File: src/rtl/pong_pkg.sv
// Shared types and constants for the pong datapath blocks.
// Ball centre constants are also used by the ball block.
package pong_pkg;

    typedef enum logic [1:0] {
        IDLE       = 2'd0,
        SERVE_WAIT = 2'd1,
        PLAY       = 2'd2,
        GAME_OVER  = 2'd3
    } state_t;

    localparam int SCORE_W = 8;
    localparam int DIGIT_W = 4;
    localparam int BIN_W   = 7;
    localparam int BALL_X0 = 310;
    localparam int BALL_Y0 = 180;

endpackage

File: src/rtl/bcd_counter2.sv
// Two-digit BCD counter with synchronous clear/increment and a binary shadow.
// Holds at 99 so the shadow and the BCD value never diverge.
module bcd_counter2
    import pong_pkg::*;
(
    input  logic               clk,
    input  logic               reset,
    input  logic               i_clr,
    input  logic               i_inc,
    output logic [SCORE_W-1:0] o_bcd,
    output logic [BIN_W-1:0]   o_bin
);

    logic [DIGIT_W-1:0] r_tens;
    logic [DIGIT_W-1:0] r_units;
    logic [BIN_W-1:0]   r_bin;
    logic               w_sat;

    assign w_sat = (r_tens == 4'd9) && (r_units == 4'd9);

    always_ff @(posedge clk) begin
        if (reset || i_clr) begin
            r_tens  <= '0;
            r_units <= '0;
            r_bin   <= '0;
        end else if (i_inc && !w_sat) begin
            if (r_units == 4'd9) begin
                r_units <= '0;
                r_tens  <= r_tens + 4'd1;
            end else begin
                r_units <= r_units + 4'd1;
            end
            r_bin <= r_bin + 7'd1;
        end
    end

    assign o_bcd = {r_tens, r_units};
    assign o_bin = r_bin;

endmodule

File: src/rtl/pong_score.sv
// Score keeper and match sequencer: counts points on rising edges of the ball's
// point flags, holds the ball during serves, and detects the winning score.
module pong_score
    import pong_pkg::*;
#(
    parameter int WIN_SCORE   = 7,
    parameter int SERVE_DELAY = 50_000_000,
    parameter int CNT_W       = $clog2(SERVE_DELAY + 1)
) (
    input  logic               clk,
    input  logic               reset,
    input  logic               start,
    input  logic               point_1,
    input  logic               point_2,
    output logic [SCORE_W-1:0] score_1,
    output logic [SCORE_W-1:0] score_2,
    output logic               ball_reset,
    output logic               game_over,
    output logic               winner
);

    localparam logic [BIN_W-1:0] WIN_BIN  = BIN_W'(WIN_SCORE);
    localparam logic [CNT_W-1:0] CNT_LOAD = CNT_W'(SERVE_DELAY);

    state_t             r_state;
    state_t             w_state_nxt;
    logic [CNT_W-1:0]   r_cnt;
    logic [CNT_W-1:0]   w_cnt_nxt;
    logic               r_p1_prev;
    logic               r_p2_prev;
    logic               r_ball_reset;
    logic               r_game_over;
    logic               r_winner;
    logic               w_winner_nxt;
    logic               w_ev1;
    logic               w_ev2;
    logic               w_clr;
    logic               w_inc1;
    logic               w_inc2;
    logic [BIN_W-1:0]   w_bin_1;
    logic [BIN_W-1:0]   w_bin_2;

    assign w_ev1 = point_1 & ~r_p1_prev;
    assign w_ev2 = point_2 & ~r_p2_prev;

    bcd_counter2 u_score_1 (
        .clk   (clk),
        .reset (reset),
        .i_clr (w_clr),
        .i_inc (w_inc1),
        .o_bcd (score_1),
        .o_bin (w_bin_1)
    );

    bcd_counter2 u_score_2 (
        .clk   (clk),
        .reset (reset),
        .i_clr (w_clr),
        .i_inc (w_inc2),
        .o_bcd (score_2),
        .o_bin (w_bin_2)
    );

    always_comb begin
        w_state_nxt  = r_state;
        w_cnt_nxt    = r_cnt;
        w_winner_nxt = r_winner;
        w_clr        = 1'b0;
        w_inc1       = 1'b0;
        w_inc2       = 1'b0;
        case (r_state)
            IDLE: begin
                if (start) begin
                    w_clr       = 1'b1;
                    w_cnt_nxt   = CNT_LOAD;
                    w_state_nxt = SERVE_WAIT;
                end
            end
            SERVE_WAIT: begin
                // Leaving on a count of 1 gives exactly SERVE_DELAY held cycles.
                if (r_cnt <= CNT_W'(1)) begin
                    w_cnt_nxt   = '0;
                    w_state_nxt = PLAY;
                end else begin
                    w_cnt_nxt = r_cnt - CNT_W'(1);
                end
            end
            PLAY: begin
                if (w_ev1 && w_ev2) begin
                    w_cnt_nxt   = CNT_LOAD;
                    w_state_nxt = SERVE_WAIT;
                end else if (w_ev1) begin
                    w_inc1 = 1'b1;
                    if (w_bin_1 + 7'd1 == WIN_BIN) begin
                        w_winner_nxt = 1'b0;
                        w_state_nxt  = GAME_OVER;
                    end else begin
                        w_cnt_nxt   = CNT_LOAD;
                        w_state_nxt = SERVE_WAIT;
                    end
                end else if (w_ev2) begin
                    w_inc2 = 1'b1;
                    if (w_bin_2 + 7'd1 == WIN_BIN) begin
                        w_winner_nxt = 1'b1;
                        w_state_nxt  = GAME_OVER;
                    end else begin
                        w_cnt_nxt   = CNT_LOAD;
                        w_state_nxt = SERVE_WAIT;
                    end
                end
            end
            GAME_OVER: begin
                if (start) begin
                    w_clr        = 1'b1;
                    w_winner_nxt = 1'b0;
                    w_cnt_nxt    = CNT_LOAD;
                    w_state_nxt  = SERVE_WAIT;
                end
            end
            default: w_state_nxt = IDLE;
        endcase
    end

    always_ff @(posedge clk) begin
        if (reset) begin
            r_state      <= IDLE;
            r_cnt        <= '0;
            r_p1_prev    <= 1'b0;
            r_p2_prev    <= 1'b0;
            r_ball_reset <= 1'b1;
            r_game_over  <= 1'b0;
            r_winner     <= 1'b0;
        end else begin
            r_state      <= w_state_nxt;
            r_cnt        <= w_cnt_nxt;
            r_p1_prev    <= point_1;
            r_p2_prev    <= point_2;
            r_ball_reset <= (w_state_nxt != PLAY);
            r_game_over  <= (w_state_nxt == GAME_OVER);
            r_winner     <= w_winner_nxt;
        end
    end

    assign ball_reset = r_ball_reset;
    assign game_over  = r_game_over;
    assign winner     = r_winner;

endmodule

File: config.mk
export PLATFORM = sky130hd
export DESIGN_NAME = pong_score
export DESIGN_NICKNAME = d
export VERILOG_FILES = /design/src/rtl/pong_pkg.sv /design/src/rtl/bcd_counter2.sv /design/src/rtl/pong_score.sv
export SDC_FILE = /design/constraint.sdc
export NUM_CORES = 1
export LEC_CHECK = 0
export BUFFER_PORTS_ARGS = -buffer_cell sky130_fd_sc_hd__buf_4
export CAP_MARGIN = 20
export CORE_ASPECT_RATIO = 1.4
export CORE_MARGIN = 8
export CORE_UTILIZATION = 30
export CTS_CLUSTER_SIZE = 10
export DETAILED_ROUTE_END_ITERATION = 10
export PLACE_DENSITY_LB_ADDON = 0.08
export RECOVER_POWER = 25
export SYNTH_ARGS = -nofsm -noshare
export SYNTH_HDL_FRONTEND = slang
export SYNTH_SLANG_ARGS = --single-unit
File: constraint.sdc
create_clock -name clk -period 3.5 [get_ports clk]
set_input_delay 0.35 -clock clk [delete_from_list [all_inputs] [get_ports clk]]
set_output_delay 0.35 -clock clk [all_outputs]
set_load 0.01 [all_outputs]
==> impl_results.md <==
- Synth unique cells: 61
- Clock slew at reported path FFs: 0.05 ns
- Final worst path period share: ~76%
- Top_reg_cell synth: dfxtp_1
- Hold Startpoint: point_1
- Gpl congestion: 0.728
- Sequential share of the synthesized area: 36.2%
- Max-cap violations: 1
- DR iter-0 viols: 91
- Asr flop ratio synth: 0%
- Post-route setup slack: 0.833 ns
- Most frequent cells in the layout: dfxtp_1 (63), nor2_1 (57), a21oi_1 (31)
- Worst EP arrival: roughly 2.8 ns
- First-pass GRT wire length: 15200 µm
- Peak supply drop: around 250 µV
- Syn Area/Cell: 8.09 µm²
- Clk buf depth: 2
- Fin Setup TNS: 0 ns
- Setup crit start: r_cnt[12]
- Num CTS Buffers: 9
- Drt first pass iters: 4
- Clock root cell: clkbuf_16
- Mapped cell area: 0.00348 mm²
- Final setup violation count: 0
- Vias: 3152
- Synth warn: 0
- Worst path slowest cell: o41ai_2
- Required @ worst endpoint: 3.63 ns
- Residual DRC count: 0
- Top post-synthesis cells by area: dfxtp_1 (36%), nor2_1 (6.1%), ha_1 (4.7%), a21oi_1 (4.5%), xor2_1 (3.8%)
- Fin nets: around 470
- Place WS: 0.834 ns
- Detailed Route WL: 8870 µm
- Crit Path Max Fanout: 7
- Ant diodes: 0
- Total die area: 0.0153 mm²
- Global route overflow: 0
- Comb pwr share: between 40% and 50%
- Antenna violation net count after detailed routing: 0
- CP Launch Type: flop
- I/O Pins: 24
- Worst min path class: input port to flop
- Kind of critical path: flop to flop
- Fin. Hold Viols: 0
- Final min period: 2.67 ns
- Post-synth top area share: 36.2%
- P_int: 0.00191 W
- RSZ-0062 raised after global routing: false
- Reg-to-Reg Start: r_cnt[12]
- Yosys top cell by area: dfxtp_1
- Cts hold-fix bufs: 0
- Vias per cell: 5.22
- Static Leak: 1.46 nW
- Worst skew pair latency: 0.33 ns
- Die Y: 143 µm
- Chip width: 107 µm
- Switching share of power: 40.1%
- Layout cells sized above 1: between 10 and 15%
- Vias in the first global route: between 3000 and 4000
- H-Tree Depth: 3
- Failing checks: max-capacitance violations, max-slew violations
- Synthesis-to-layout area growth: 16.6%
- Worst slew margin: -18.1%
- Sequential share of power: 29.3%
- Outcome: finished, violations left
- Critical path, cell by cell: or4_4, or3_1, o41ai_2, buf_4, nor2_1, o21ai_2, a21oi_1
- Initial Util: 30.7%
- Slew @ Worst Pin: around 1.8 ns
- Post-synth EDFFs: 0
- Row count: between 40 and 50
- Slew Viols, Final: 39
- CTS tree: yes
- Fillers: 1201
- Floorplan core area: 0.0113 mm²
- Commonest non-fill, non-tap cell in the layout: dfxtp_1
- Largest net degree at the start of global routing: 39
- PwrDens: slightly below 800 mW/mm²
- Synth Instances: 430
- Switching power: 0.00128 W
- PortBufs: 23
- Clk pwr share: 29.0%
- Post-Synthesis Net Count: 448
- Highest clock rate: 375 MHz
- Clk sink count: 63
- Final HPWL DP: 6200 µm
- Setup crit end kind: flop
- Seq cells post-synth: 63
- Worst Skew: ~0.0044 ns
- Max stage delay on crit path: 0.64 ns
- Post-cts resize count: 0
- Initial antenna violation count: 0
- Setup bufs post-CTS: 0
- GRT Resource Usage Total: 12.2%
- WL per Instance: roughly 15 µm
-- cell type report --
class / count / area (µm²) / area share [%]
clock inverter: 3 / 40.0 / 0.986
inverter: 11 / 41.3 / 1.02
tap: 144 / 180 / 4.44
timing repair buffer: 35 / 199 / 4.90
clock buffer: 13 / 270 / 6.66
sequential: 63 / 1260 / 31.1
multi-input combinational: 335 / 2070 / 50.9
-- per-stage QoR --
stage,instance area [µm²],utilization (%),hold WS (ns),std cells,total power [W]
after floorplan,3480,-,0.445,430,0.00189
after global placement,3800,33.6,0.466,587,0.00229
after detailed placement,3800,33.6,0.469,587,0.00228
after CTS,4120,36.3,0.234,603,0.00325
after global routing,4060,35.8,0.270,604,0.00342
final,4060,35.8,0.242,604,0.00319
-- power groups by stage --
stage          clock, W  sequential [W]  combinational [W]
6_report       0.000927        0.000936            0.00133
5_1_grt        0.000993        0.000951            0.00148
4_1_cts        0.000970        0.000934            0.00134
3_5_place_dp          0        0.000949            0.00134
3_3_place_gp          0        0.000951            0.00134
2_1_floorplan         0        0.000921           0.000966
-- worst max-delay path, delay by kind of cell (launching register included) --
family / cells / cell delay (ns)
simple gates: 3 / 1.01
compound gates: 3 / 0.83
buf+inv: 1 / 0.27
flops: 1 / 0.36
-- cells in the mapped netlist (3+ instances only) --
| cell | instances |
|---|---|
| and3_1 | 7 |
| xnor2_1 | 7 |
| nand2_1 | 26 |
| ha_1 | 13 |
| nor2_1 | 57 |
| nand2b_1 | 10 |
| nand4_1 | 15 |
| a211oi_1 | 6 |
| and3b_1 | 3 |
| o21ai_0 | 11 |
| dfxtp_1 | 63 |
| a21oi_1 | 31 |
| or3_1 | 11 |
| nor4_1 | 10 |
| a31oi_1 | 3 |
| buf_6 | 4 |
| nand3_1 | 9 |
| o32ai_1 | 4 |
| o21ai_1 | 22 |
| clkbuf_1 | 14 |
| xor2_1 | 15 |
| nor3_1 | 20 |
| inv_1 | 11 |
| nor2b_1 | 10 |
-- sequential cells by signal, indices dropped and copies added, names as in the netlist --
name               cells
ball_reset             1
r_p1_prev              1
r_cnt                 26
u_score_2.r_units      4
u_score_2.r_tens       4
game_over              1
r_p2_prev              1
winner                 1
u_score_1.o_bin        7
u_score_1.r_tens       4
u_score_2.o_bin        7
r_state                2
u_score_1.r_units      4
-- cells by family (layout without fill, tap and decap cells) --
group | Yosys count | after routing | share of synthesized area, %
DFF | 63 | 63 | 36.2
and+or+nand+nor | 198 | 198 | 30.3
xor gates and xnor gates | 22 | 22 | 5.54
buffers and inverters | 32 | 62 | 4.49
adders and majority gates | 13 | 13 | 4.67
AOI/OAI and AO/OA | 102 | 102 | 18.7
-- routing by layer --
metal	global-route usage, %	wire length, µm	vias up
li1	-	-	1606
met5	0	0	-
met1	13.5	3930	1495
met4	5.65	163	0
met3	3.09	278	11
met2	21.2	4500	40
-- path summary, 6_finish.rpt --
check	slack [ns]	end	cells after the start
setup / recovery	0.83	r_cnt[6]	7
hold / removal	0.24	r_p1_prev	2
setup reg to reg	0.83	r_cnt[6]	7
hold reg to reg	0.48	r_cnt[20]	2
No activity file was read; power rests on OpenSTA's default activity.
